### src/rtl/b11_host.sv
// ---------------------------------------------------------------------------
// b11_host
//
// Host-side sequencer for an external 6-bit scrambler. Upstream words are
// buffered in a 4-entry FIFO and launched one at a time: the scrambler sees
// a single-cycle low pulse on stbi together with the word on x_in. After GAP
// guard cycles the scrambler result on x_out is sampled and offered
// downstream with a valid/ready handshake, together with the launched word
// and a prediction of whether the scrambler rejected it.
//
// Ports
//   clock      rising-edge clock
//   reset      asynchronous, active-high reset
//   in_valid   upstream word offered
//   in_ready   FIFO can accept (occupancy < 4)
//   in_data    word to scramble
//   stbi       strobe to scrambler, low for one cycle per launched word
//   x_in       word presented to scrambler
//   x_out      scrambler result
//   res_valid  result available
//   res_ready  downstream accepts result
//   res_word   word that produced this result
//   res_data   sampled x_out
//   res_rej    word predicted rejected (not 0, not 63, and > 26)
// ---------------------------------------------------------------------------
module b11_host #(
  parameter int GAP = 16  // legal range 12..63
) (
  input  logic       clock,
  input  logic       reset,
  input  logic       in_valid,
  output logic       in_ready,
  input  logic [5:0] in_data,
  output logic       stbi,
  output logic [5:0] x_in,
  input  logic [5:0] x_out,
  output logic       res_valid,
  input  logic       res_ready,
  output logic [5:0] res_word,
  output logic [5:0] res_data,
  output logic       res_rej
);

  typedef enum logic [2:0] {
    WAKE,
    IDLE,
    LAUNCH,
    GUARD,
    CAPTURE
  } state_t;

  localparam logic [5:0] GUARD_LOAD = 6'(GAP - 1);

  // Scrambler rejection rule, unsigned 6-bit compares only.
  function automatic logic is_rejected(input logic [5:0] w);
    return (w != 6'd0) && (w != 6'd63) && (w > 6'd26);
  endfunction

  // -------------------------------------------------------------------------
  // Input FIFO
  // -------------------------------------------------------------------------
  logic [5:0] mem [4];
  logic [1:0] wr_ptr;
  logic [1:0] rd_ptr;
  logic [2:0] count;
  state_t     state;
  logic       push;
  logic       pop;

  assign in_ready = (count < 3'd4);
  assign push     = in_valid && in_ready;
  // IDLE only moves to LAUNCH with a non-empty FIFO, so a pop never underflows.
  assign pop      = (state == LAUNCH);

  // NOTE: the storage array has no reset; count/pointers decide which entries
  // are live, so stale contents after reset are never observed.
  always_ff @(posedge clock) begin
    if (push) mem[wr_ptr] <= in_data;
  end

  always_ff @(posedge clock or posedge reset) begin
    if (reset) begin
      wr_ptr <= 2'd0;
      rd_ptr <= 2'd0;
      count  <= 3'd0;
    end else begin
      if (push) wr_ptr <= wr_ptr + 2'd1;
      if (pop)  rd_ptr <= rd_ptr + 2'd1;
      unique case ({push, pop})
        2'b10:   count <= count + 3'd1;
        2'b01:   count <= count - 3'd1;
        default: count <= count;
      endcase
    end
  end

  // -------------------------------------------------------------------------
  // Launch / capture sequencer
  //
  // x_in doubles as the held word: it is loaded with the FIFO head on the way
  // into LAUNCH (the same entry that LAUNCH pops) and stays put through GUARD,
  // CAPTURE and the following IDLE.
  // -------------------------------------------------------------------------
  logic       wake_cnt;
  logic [5:0] guard_cnt;

  // NOTE: every register here is state, so each assignment is non-blocking;
  // a blocking assignment would let later lines see this cycle's new value.
  always_ff @(posedge clock or posedge reset) begin
    if (reset) begin
      state     <= WAKE;
      stbi      <= 1'b1;
      x_in      <= 6'd0;
      wake_cnt  <= 1'b0;
      guard_cnt <= 6'd0;
      res_valid <= 1'b0;
      res_word  <= 6'd0;
      res_data  <= 6'd0;
      res_rej   <= 1'b0;
    end else begin
      unique case (state)
        // The scrambler needs two cycles after reset to reach its wait state.
        WAKE: begin
          stbi <= 1'b1;
          x_in <= 6'd0;
          if (wake_cnt) begin
            wake_cnt <= 1'b0;
            state    <= IDLE;
          end else begin
            wake_cnt <= 1'b1;
          end
        end

        IDLE: begin
          if (count != 3'd0) begin
            stbi  <= 1'b0;
            x_in  <= mem[rd_ptr];
            state <= LAUNCH;
          end
        end

        // Exactly one low cycle: stbi returns high on leaving LAUNCH.
        LAUNCH: begin
          stbi      <= 1'b1;
          guard_cnt <= GUARD_LOAD;
          state     <= GUARD;
        end

        // Counter runs GAP-1 .. 0, so the sampling edge lands GAP+1 cycles
        // after the start of the stbi-low cycle.
        GUARD: begin
          if (guard_cnt == 6'd0) begin
            res_data  <= x_out;
            res_word  <= x_in;
            res_rej   <= is_rejected(x_in);
            res_valid <= 1'b1;
            state     <= CAPTURE;
          end else begin
            guard_cnt <= guard_cnt - 6'd1;
          end
        end

        // res_* hold still until downstream takes the result.
        CAPTURE: begin
          if (res_ready) begin
            res_valid <= 1'b0;
            state     <= IDLE;
          end
        end

        default: state <= WAKE;
      endcase
    end
  end

endmodule

### config.mk
export PLATFORM = sky130hd
export DESIGN_NAME = b11_host
export DESIGN_NICKNAME = d
export VERILOG_FILES = /design/src/rtl/b11_host.sv
export SDC_FILE = /design/constraint.sdc
export NUM_CORES = 1
export LEC_CHECK = 0
export ABC_AREA = 1
export BUFFER_PORTS_ARGS = -buffer_cell sky130_fd_sc_hd__clkbuf_2
export CORE_MARGIN = 2
export CORE_UTILIZATION = 30
export DETAILED_ROUTE_END_ITERATION = 8
export GPL_ROUTABILITY_DRIVEN = 0
export PLACE_DENSITY = 0.5
export SLEW_MARGIN = 20
export SYNTH_ARGS = -nofsm -noshare
export SYNTH_HDL_FRONTEND = slang
export SYNTH_SLANG_ARGS = --single-unit
### constraint.sdc
create_clock -name clock -period 2.95 [get_ports clock]
set_input_delay 0.295 -clock clock [delete_from_list [all_inputs] [get_ports clock]]
set_output_delay 0.295 -clock clock [all_outputs]
set_load 0.01 [all_outputs]
* Word level (Yosys, flattened, before mapping) *
Memory sizes are Yosys's and may differ from the RTL's.
Index checks and enable logic that the tools add are counted.

operators by class
  $add $sub $neg = 5
  order comparisons = 2
  equality and inequality tests = 12
  mux-type cells = 18
  reductions and logical operators = 19

operators with widths
  operator                                                                          number
  6-bit case mux with 2 select lines                                                2
  3-bit case mux with 5 select lines                                                1
  3-bit 2-to-1 mux                                                                  4
  6-bit 2-to-1 mux                                                                  2
  2-bit inequality test (second input constant)                                     5
  2-bit nonzero test                                                                5
  2-bit AND reduction                                                               4
  3-bit by 2-bit equality test with 1-bit output (second input constant)            2
  6-bit by 5-bit greater-than comparator with 1-bit output (second input constant)  1
  6-bit zero test                                                                   1
  1-bit 2-to-1 mux                                                                  6
  6-bit inequality test (second input constant)                                     1
  3-bit case mux with 2 select lines                                                1
  6-bit nonzero test                                                                1
  6-bit by 1-bit subtractor with 6-bit output (second input constant)               1
  2-bit by 1-bit adder with 2-bit output (second input constant)                    2
  1-bit case mux with 2 select lines                                                2
  4-bit AND reduction                                                               1
  3-bit by 1-bit adder with 3-bit output (second input constant)                    1
  3-bit by 1-bit equality test with 1-bit output (second input constant)            1
  3-bit equality test (second input constant)                                       1
  1-bit logical AND                                                                 3
  3-bit zero test                                                                   1
  3-bit less-than comparator (second input constant)                                1
  other kinds (6)                                                                   6

storage, ports and cells
  bits in registers = 38
  memory bits (writable) = 24
  logic and storage cells = 69
  memories = 1

memories
  name  depth  width  read ports  clocked after Yosys merged registers in  write ports  RTL line  RTL
  mem   4      6      1           0                                        1            62        logic [5:0] mem [4];

* Logic depth before layout (Yosys ltp) *
Gate-level depths: netlist (run 1).

  depth after elaboration = 4
  gate-level depth with buffers = 9
  depth with buffers taken out = 9

* Worst setup path before layout (run 1) *
OpenSTA, ideal clock, no wires.

  path type = reg-to-reg
  start = register state[2]
  end = register count[2]
  setup time = 131 ps
  arrival time = 1658 ps
  required time = 2819 ps
  setup slack = 1161 ps
  stages on the path, launching flop included = 10
  path buffers = 0
  clock period less this slack = 1789 ps
  cells stage by stage = dfrtp_1 -> inv_2 -> nand2_1 -> nor2_4 -> ha_1 -> inv_1 -> fa_1 -> a21oi_1 -> o21ai_0 -> xor2_1

on the way
  longest elaborated chain between the ends = 3
  elaborated cells on any way between the ends = 5
  those cells by class = 3 x eq/ne; 1 x mux; 1 x reduce/logical

RTL lines
  item                                                                                   RTL line  RTL
  start, declared                                                                        66        state_t state;
  start signal, assigned                                                                 111       state <= WAKE;
  start signal, assigned                                                                 128       state <= IDLE;
  start signal, assigned                                                                 138       state <= LAUNCH;
  3-bit by 2-bit equality test with 1-bit output *                                       73        assign pop = (state == LAUNCH);
  2-bit by 1-bit equality test with 1-bit output or 2-bit equality test (tied branches)  89        unique case ({push, pop})
  3-bit case mux with 2 select lines or 2-bit nonzero test (tied branches)               n/a
  end signal, assigned                                                                   90        2'b10: count <= count + 3'd1;
  end signal, assigned                                                                   91        2'b01: count <= count - 3'd1;
  end signal, assigned                                                                   92        default: count <= count;
  end, declared                                                                          65        logic [2:0] count;

Mark *: on every way between the ends. The rest lies on a longest branch, timed or not.
A chain may end at the register's enable or synchronous reset.

* Worst setup path in the final report (run 1) *
Ends and elaborated chain as after synthesis.

==> flow_summary.json, run 1 <==
{
  "critPathLaunchType": "flop",
  "setup.worst_path.start": "state[2]$_DFFE_PP0P_",
  "setup_ws_ps": 1039,
  "fin_cells": 429,
  "clock-root-buffer": "clkbuf_8",
  "tns_ps": 0,
  "synth_top_area_cell": "dfrtp_1",
  "hold_buffers": 0,
  "power.density_nw_per_um2": 960.3,
  "power_mw": 3.132,
  "insertion_delay_ps": 340,
  "cts_tree": "yes",
  "synth-xor-area-share_pct": 1.894,
  "grt_pass1_wl_microns": 8907,
  "critPathMaxFanout": 5,
  "fmax_mhz": 523.4,
  "initial_utilization_pct": 30.47,
  "drive_above_1_share_pct": 25.47,
  "p_comb_share_pct": 34.5,
  "ys_seq_area_share_pct": 60.28,
  "drt_iter0_drc": 73,
  "fin_crit_sh_pct": 64.77,
  "wl_met2_microns": 2459,
  "cts_sinks": 62,
  "synth.area.mux_share_pct": 0,
  "dp.cells": 413,
  "endpoint_kind": "flop",
  "syn_area_sq_um": 2775,
  "routed_wl_microns": 5375,
  "slew_headroom_pct": 57.43,
  "status": "finished, final reports clean",
  "die_area_sq_um": 10040,
  "final_util_pct": 35.81,
  "yosysWarnings": 0,
  "first_global_vias": 1836,
  "setup_viol": 0,
  "hold_ws_ps": 14.49,
  "vias_per_cell": 4.331,
  "cts_buffers": 9,
  "synth_edf_count": 24,
  "required_ps": 3160,
  "layout_commonest_cell": "nand2_1",
  "p_sw_share_pct": 38.30,
  "p_leak_nw": 1.473,
  "synthSimpleGateAreaFrac_pct": 18.85,
  "post_cts_buffers": 0,
  "worstReg2RegStart": "state[2]$_DFFE_PP0P_",
  "place_ws_ps": 1023,
  "grt_usage_pct": 11.94,
  "dpl.hpwl_microns": 3880,
  "chipHeight_microns": 100.2,
  "fin_area_sq_um": 3262,
  "drc": 0,
  "finClkSkew_ps": 12.14,
  "htreeDepth": 3,
  "std_cell_rows": 35,
  "synth_seq_cells": 62,
  "hp-class": "input port to async pin",
  "numPortBuffers": 37,
  "clkPwrFrac_pct": 23.0,
  "synth_nets": 293,
  "synthFlopType": "dfrtp_1",
  "num_vias": 1858,
  "num-nets-final": 337,
  "finalCriticalPeriod_ps": 1911,
  "p_sw_mw": 1.200,
  "crit_path_end": "count[2]$_DFFE_PP0P_",
  "antennaDiodeCount": 0,
  "synth-compound-area-share_pct": 9.513,
  "rsz0062_at_grt": "no",
  "final_cell_mix": "51 x nand2_1, 37 x dfrtp_1, 37 x clkbuf_2",
  "clk_path_buf_depth": 2,
  "yosys.cell_types.count": 31,
  "syn_avg_cell_area_sq_um": 10.32,
  "routed-wl-met3_microns": 303,
  "rr_worst_depth": 9,
  "core_area_sq_um": 9109,
  "power_frac_seq_pct": 42.6,
  "intPower_mw": 1.933,
  "clk_pin_slew_ps": 70,
  "path_class": "flop to flop",
  "synthCells": 269,
  "postPlaceCellArea_sq_um": 3067,
  "die_w_microns": 100.2,
  "syn_to_final_growth_pct": 17.54,
  "antenna_found_initial": 0,
  "avgRoutedWirePerCell_microns": 12.53,
  "synth_top_family_by_area": "simple AND/OR/NAND/NOR gates",
  "firstDrtPassIters": 4,
  "grt_max_degree": 24,
  "yosys.area.top_type_share_pct": 33.36,
  "top_layer_used": "met4",
  "ctsResizeCount": 0,
  "overflow": 0,
  "synthAdderAreaFrac_pct": 3.877,
  "final_antenna_net_count": 0,
  "ir_drop_mv": 0.2846,
  "synthArstFlopShare_pct": 61.29,
  "cp.arrival_ps": 2120,
  "slew_viol_final": 0,
  "synth.area.top_cells": "dfrtp_1 33%, edfxtp_1 26%, nand2_1 6.9%, o21ai_0 5.2%, nor2_1 4.6%",
  "wirelength_met1_microns": 2544,
  "worstMarginPinSlew_ps": 636.2,
  "final_hold_viol_count": 0,
  "cap_violations": 0,
  "ioPinCount": 38,
  "reg2reg_slack_ps": 1040,
  "r2r_end": "count[2]$_DFFE_PP0P_"
}
-- cell families (layout without fill, tap and decap cells) --
group,after synthesis,in the layout
adders and majority gates,8,8
and+or+nand+nor,112,112
buffers and inverters,35,84
xor gates and xnor gates,6,6
AOI/OAI and AO/OA,46,46
DFF,62,62
-- synth_stat cells (all sizes together) (2+ instances only) --
library cell,count
dfrtp,37
inv,30
edfxtp,24
nor2,39
xor2,4
nand2,57
buf,5
xnor2,2
a21oi,5
o21ai,39
nand3b,2
nand3,12
ha,7
-- metal layers --
layer / vias to the layer above / track usage, %
li1: 961 / -
met1: 853 / 14.85
met2: 40 / 18.64
met3: 4 / 5.153
met4: 0 / 4.110
met5: - / 0
-- state kept, by name, indices dropped and copies added, names as in the netlist --
register,cells
count,3
guard_cnt,6
mem,24
rd_ptr,2
res_data,6
res_rej,1
res_valid,1
res_word,6
state,3
stbi,1
wake_cnt,1
wr_ptr,2
x_in,6
-- power by group through the flow --
| stage | clock (mW) | combinational, mW | sequential [mW] |
|---|---|---|---|
| after floorplan | 0 | 0.760 | 1.35 |
| after CTS | 0.746 | 1.10 | 1.34 |
| after global placement | 0 | 1.08 | 1.35 |
| final | 0.720 | 1.08 | 1.33 |
| after detailed placement | 0 | 1.11 | 1.35 |
| after global routing | 0.785 | 1.25 | 1.37 |
-- how the worst min path moves through the flow --
stage                               to  slack, ps  cells past startpoint
3_5_place_dp   res_data[4]$_DFFE_PP0P_        410                      2
5_1_grt        res_data[4]$_DFFE_PP0P_         50                      2
6_report       res_data[4]$_DFFE_PP0P_         10                      2
3_3_place_gp   res_data[4]$_DFFE_PP0P_        400                      2
2_1_floorplan      mem[0][0]$_DFFE_PP_        390                      0
4_1_cts        res_data[4]$_DFFE_PP0P_         30                      2
-- critical path: stages (launching register included) --
cell and delay (ps):
dfrtp_1 410, inv_2 110, nand2_1 110, nor2_4 170, ha_1 170, inv_1 60
fa_1 380, a21oi_1 140, o21ai_0 110, xor2_1 150
-- final cells by class --
type | instances | area (sq um)
Clock buffer | 13 | 180.2
Fill cell | 936 | 5847
Inverter | 30 | 115.1
Timing Repair Buffer | 38 | 192.7
Multi-Input combinational cell | 172 | 947.2
Clock inverter | 3 | 15.01
Tap cell | 111 | 138.9
Sequential cell | 62 | 1673
Note: power is estimated with default switching activity, not from simulation.
==> run 2, diff against run 1 <==
--- a/config.mk
+++ b/config.mk
@@ -5,13 +5,13 @@
 export SDC_FILE = /design/constraint.sdc
 export NUM_CORES = 1
 export LEC_CHECK = 0
-export ABC_AREA = 1
+export ABC_AREA = 0
 export BUFFER_PORTS_ARGS = -buffer_cell sky130_fd_sc_hd__clkbuf_2
 export CORE_MARGIN = 2
 export CORE_UTILIZATION = 30
 export DETAILED_ROUTE_END_ITERATION = 8
 export GPL_ROUTABILITY_DRIVEN = 0
-export PLACE_DENSITY = 0.5
+export PLACE_DENSITY = 0.52
 export SLEW_MARGIN = 20
 export SYNTH_ARGS = -nofsm -noshare
 export SYNTH_HDL_FRONTEND = slang
==> constraint.sdc (replaced) <==
create_clock -name clock -period 1.7 [get_ports clock]
set_input_delay 0.17 -clock clock [delete_from_list [all_inputs] [get_ports clock]]
set_output_delay 0.17 -clock clock [all_outputs]
set_load 0.01 [all_outputs]
==> flow_summary.json, run 2 <==
{
  "synth_nets": 209,
  "whs_endpoint": "mem[0][1]$_DFFE_PP_",
  "worstReg2RegStart": "state[2]$_DFFE_PP0P_",
  "place_ws_ps": -84.21,
  "die_area_sq_um": 9745,
  "hp-start": "in_data[1]",
  "grt_max_degree": 39,
  "largest-register": "mem",
  "fill_cells": 837,
  "slew_headroom_pct": 66.59,
  "synthFlopType": "dfrtp_1",
  "dp.cells": 341,
  "largest_register_ffs": 24,
  "rr_worst_depth": 8,
  "first_global_vias": 1673,
  "final_hold_viol_count": 0,
  "yosys.cell_types.count": 43,
  "cp.arrival_ps": 2030,
  "endpoint_kind": "flop",
  "ioPinCount": 38,
  "die_w_microns": 98.72,
  "critPathLaunchType": "flop",
  "cts_sinks": 62,
  "critPathMaxFanout": 2,
  "path_cells": "or3b_4 -> clkinv_4 -> ha_4 -> inv_2 -> fa_2 -> xor2_1 -> nor2_1 -> xnor2_1",
  "setup_ws_ps": -68.95,
  "fin_cells": 361,
  "grt_usage_pct": 11.72,
  "antenna_found_initial": 0,
  "antennaDiodeCount": 0,
  "path_delay_family": "simple AND/OR/NAND/NOR gates",
  "setup_viol": 10,
  "num-nets-final": 272,
  "initial_utilization_pct": 30.86,
  "ys_top_cells_by_count": "37 x dfrtp_1, 24 x edfxtp_1, 15 x inv_1",
  "numPortBuffers": 37,
  "yosys.area.top_type_share_pct": 34.40,
  "power_mw": 5.636,
  "reg2reg_slack_ps": -70,
  "dpl.hpwl_microns": 3624,
  "synth.area.top_cells": "dfrtp_1 34%, edfxtp_1 27%, mux4_2 5.0%, mux2_4 3.9%, ha_1 3.3%",
  "drive_above_1_share_pct": 41.50,
  "grt.met3_usage_pct": 3.759,
  "power_frac_seq_pct": 41.5,
  "p_sw_share_pct": 33.44,
  "hold_ws_ps": 46.44,
  "hold_depth": 1,
  "drc": 0,
  "fmax_mhz": 565.3,
  "cts_buffers": 9,
  "htreeDepth": 3,
  "intPower_mw": 3.752,
  "hp-class": "input port to flop",
  "grt.busiest_layer": "met2",
  "p_comb_share_pct": 38.0,
  "slew_viol_final": 0,
  "post-synth-top-count-cell": "dfrtp_1",
  "syn_avg_cell_area_sq_um": 14.55,
  "clkPwrFrac_pct": 20.5,
  "r2r_end": "count[2]$_DFFE_PP0P_",
  "path_class": "flop to flop",
  "routed_wl_microns": 5234,
  "avgRoutedWirePerCell_microns": 14.50,
  "power.density_nw_per_um2": 1668,
  "synthCells": 185,
  "clk_pin_slew_ps": 70,
  "syn_to_final_growth_pct": 25.52,
  "cap_violations": 0,
  "slowest_stage": "or3b_4",
  "vias_per_cell": 4.596,
  "core_area_sq_um": 8721,
  "chipHeight_microns": 98.72,
  "insertion_delay_ps": 340,
  "grt_use_met1_pct": 15.66,
  "status": "complete, but fails checks",
  "p_sw_mw": 1.885,
  "finClkSkew_ps": 7.506,
  "ys_seq_area_share_pct": 62.16,
  "worstMarginPinSlew_ps": 501.1,
  "std_cell_rows": 34,
  "firstDrtPassIters": 4,
  "fin_crit_sh_pct": 104.1,
  "final_antenna_net_count": 0,
  "grt_pass1_wl_microns": 8673,
  "required_ps": 1970,
  "synth_edf_count": 24,
  "yosysWarnings": 0,
  "ir_drop_mv": 0.7135,
  "violations": "setup timing",
  "synth_top_area_cell": "dfrtp_1",
  "synthArstFlopShare_pct": 61.29,
  "clk_path_buf_depth": 2,
  "syn_area_sq_um": 2691,
  "clock-root-buffer": "clkbuf_8",
  "crit_buf_inv": 2,
  "tns_ps": -242.7,
  "synth_seq_cells": 62,
  "drt_iter0_drc": 79,
  "p_leak_nw": 1.494,
  "rsz0062_at_grt": "yes",
  "num_vias": 1659,
  "final_cell_mix": "37 x dfrtp_1, 37 x clkbuf_2, 24 x edfxtp_1",
  "slowest_delay_ps": 420,
  "overflow": 0,
  "cts_tree": "yes",
  "use_met2_pct": 17.43,
  "finalCriticalPeriod_ps": 1769
}
## run 2: cell count changes after synthesis, moves of 5 or more
cell / previous run / this run
nand2_1: 51 / 7
nor2_1: 34 / 6
o21ai_0: 29 / 4
inv_1: 24 / 15
nand3_1: 10 / 2
mux2_4: 0 / 7
o21ai_2: 7 / 0
a22o_1: 0 / 6
clkbuf_1: 0 / 6
mux4_2: 0 / 6
nand2_2: 6 / 0
inv_2: 5 / 0
mux2_2: 0 / 5
## run 2: stage by stage
step	util, %	area (sq um)
finish	38.74	3378
global route	38.74	3378
CTS	38.52	3359
detailed placement	36.17	3154
global placement	36.17	3154
floorplan	-	2741
## run 2: cell families after synthesis
| group | after synthesis | synth area share (%) |
|---|---|---|
| XOR/XNOR | 7 | 2.278 |
| AO/OA/AOI/OAI | 25 | 7.113 |
| adder cells (fa/ha/maj) | 8 | 3.998 |
| buffers and inverters | 25 | 4.416 |
| multiplexers | 22 | 12.51 |
| AND/OR/NAND/NOR | 36 | 7.532 |
| flip-flops | 62 | 62.16 |
## run 2: final cells by class
type	count	area [sq um]	area share (%)
clock inverters	4	22.52	0.6667
flip-flops and latches	62	1673	49.52
well taps	108	135.1	4.000
multi-input cells	98	930.9	27.56
inverters	15	61.31	1.815
repair buffers	62	400.4	11.85
clock buffers	12	155.1	4.593
## run 2: what timing repair did
action,4_1_cts,5_1_grt
hold endpoints to repair,37,0
gates resized for setup,2,2
endpoints found under the setup margin,13,15
buffers inserted,1,2
pin swaps,1,0
hold buffers,1,0
## run 2: how the worst max path moves through the flow
stage,start,end,cells after the start
after floorplan,state[2]$_DFFE_PP0P_,count[2]$_DFFE_PP0P_,10
after global placement,state[2]$_DFFE_PP0P_,count[2]$_DFFE_PP0P_,8
after detailed placement,state[2]$_DFFE_PP0P_,count[2]$_DFFE_PP0P_,8
final,state[2]$_DFFE_PP0P_,count[2]$_DFFE_PP0P_,8
after CTS,state[2]$_DFFE_PP0P_,count[2]$_DFFE_PP0P_,8
after global routing,state[2]$_DFFE_PP0P_,count[2]$_DFFE_PP0P_,8
## run 2: routing by layer
layer / wire length, microns / part of all wire (%)
met2: 2387 / 46
met4: 93 / 1.8
met5: 0 / 0
met1: 2512 / 48
met3: 241 / 4.6
## run 2: power groups by stage
| stage | Combinational [mW] | Clock, mW | Sequential (mW) |
|---|---|---|---|
| floorplan | 1.32 | 0 | 2.34 |
| global placement | 2.10 | 0 | 2.36 |
| detailed placement | 2.13 | 0 | 2.37 |
| CTS | 2.14 | 1.20 | 2.35 |
| global route | 2.38 | 1.27 | 2.40 |
| finish | 2.14 | 1.16 | 2.34 |
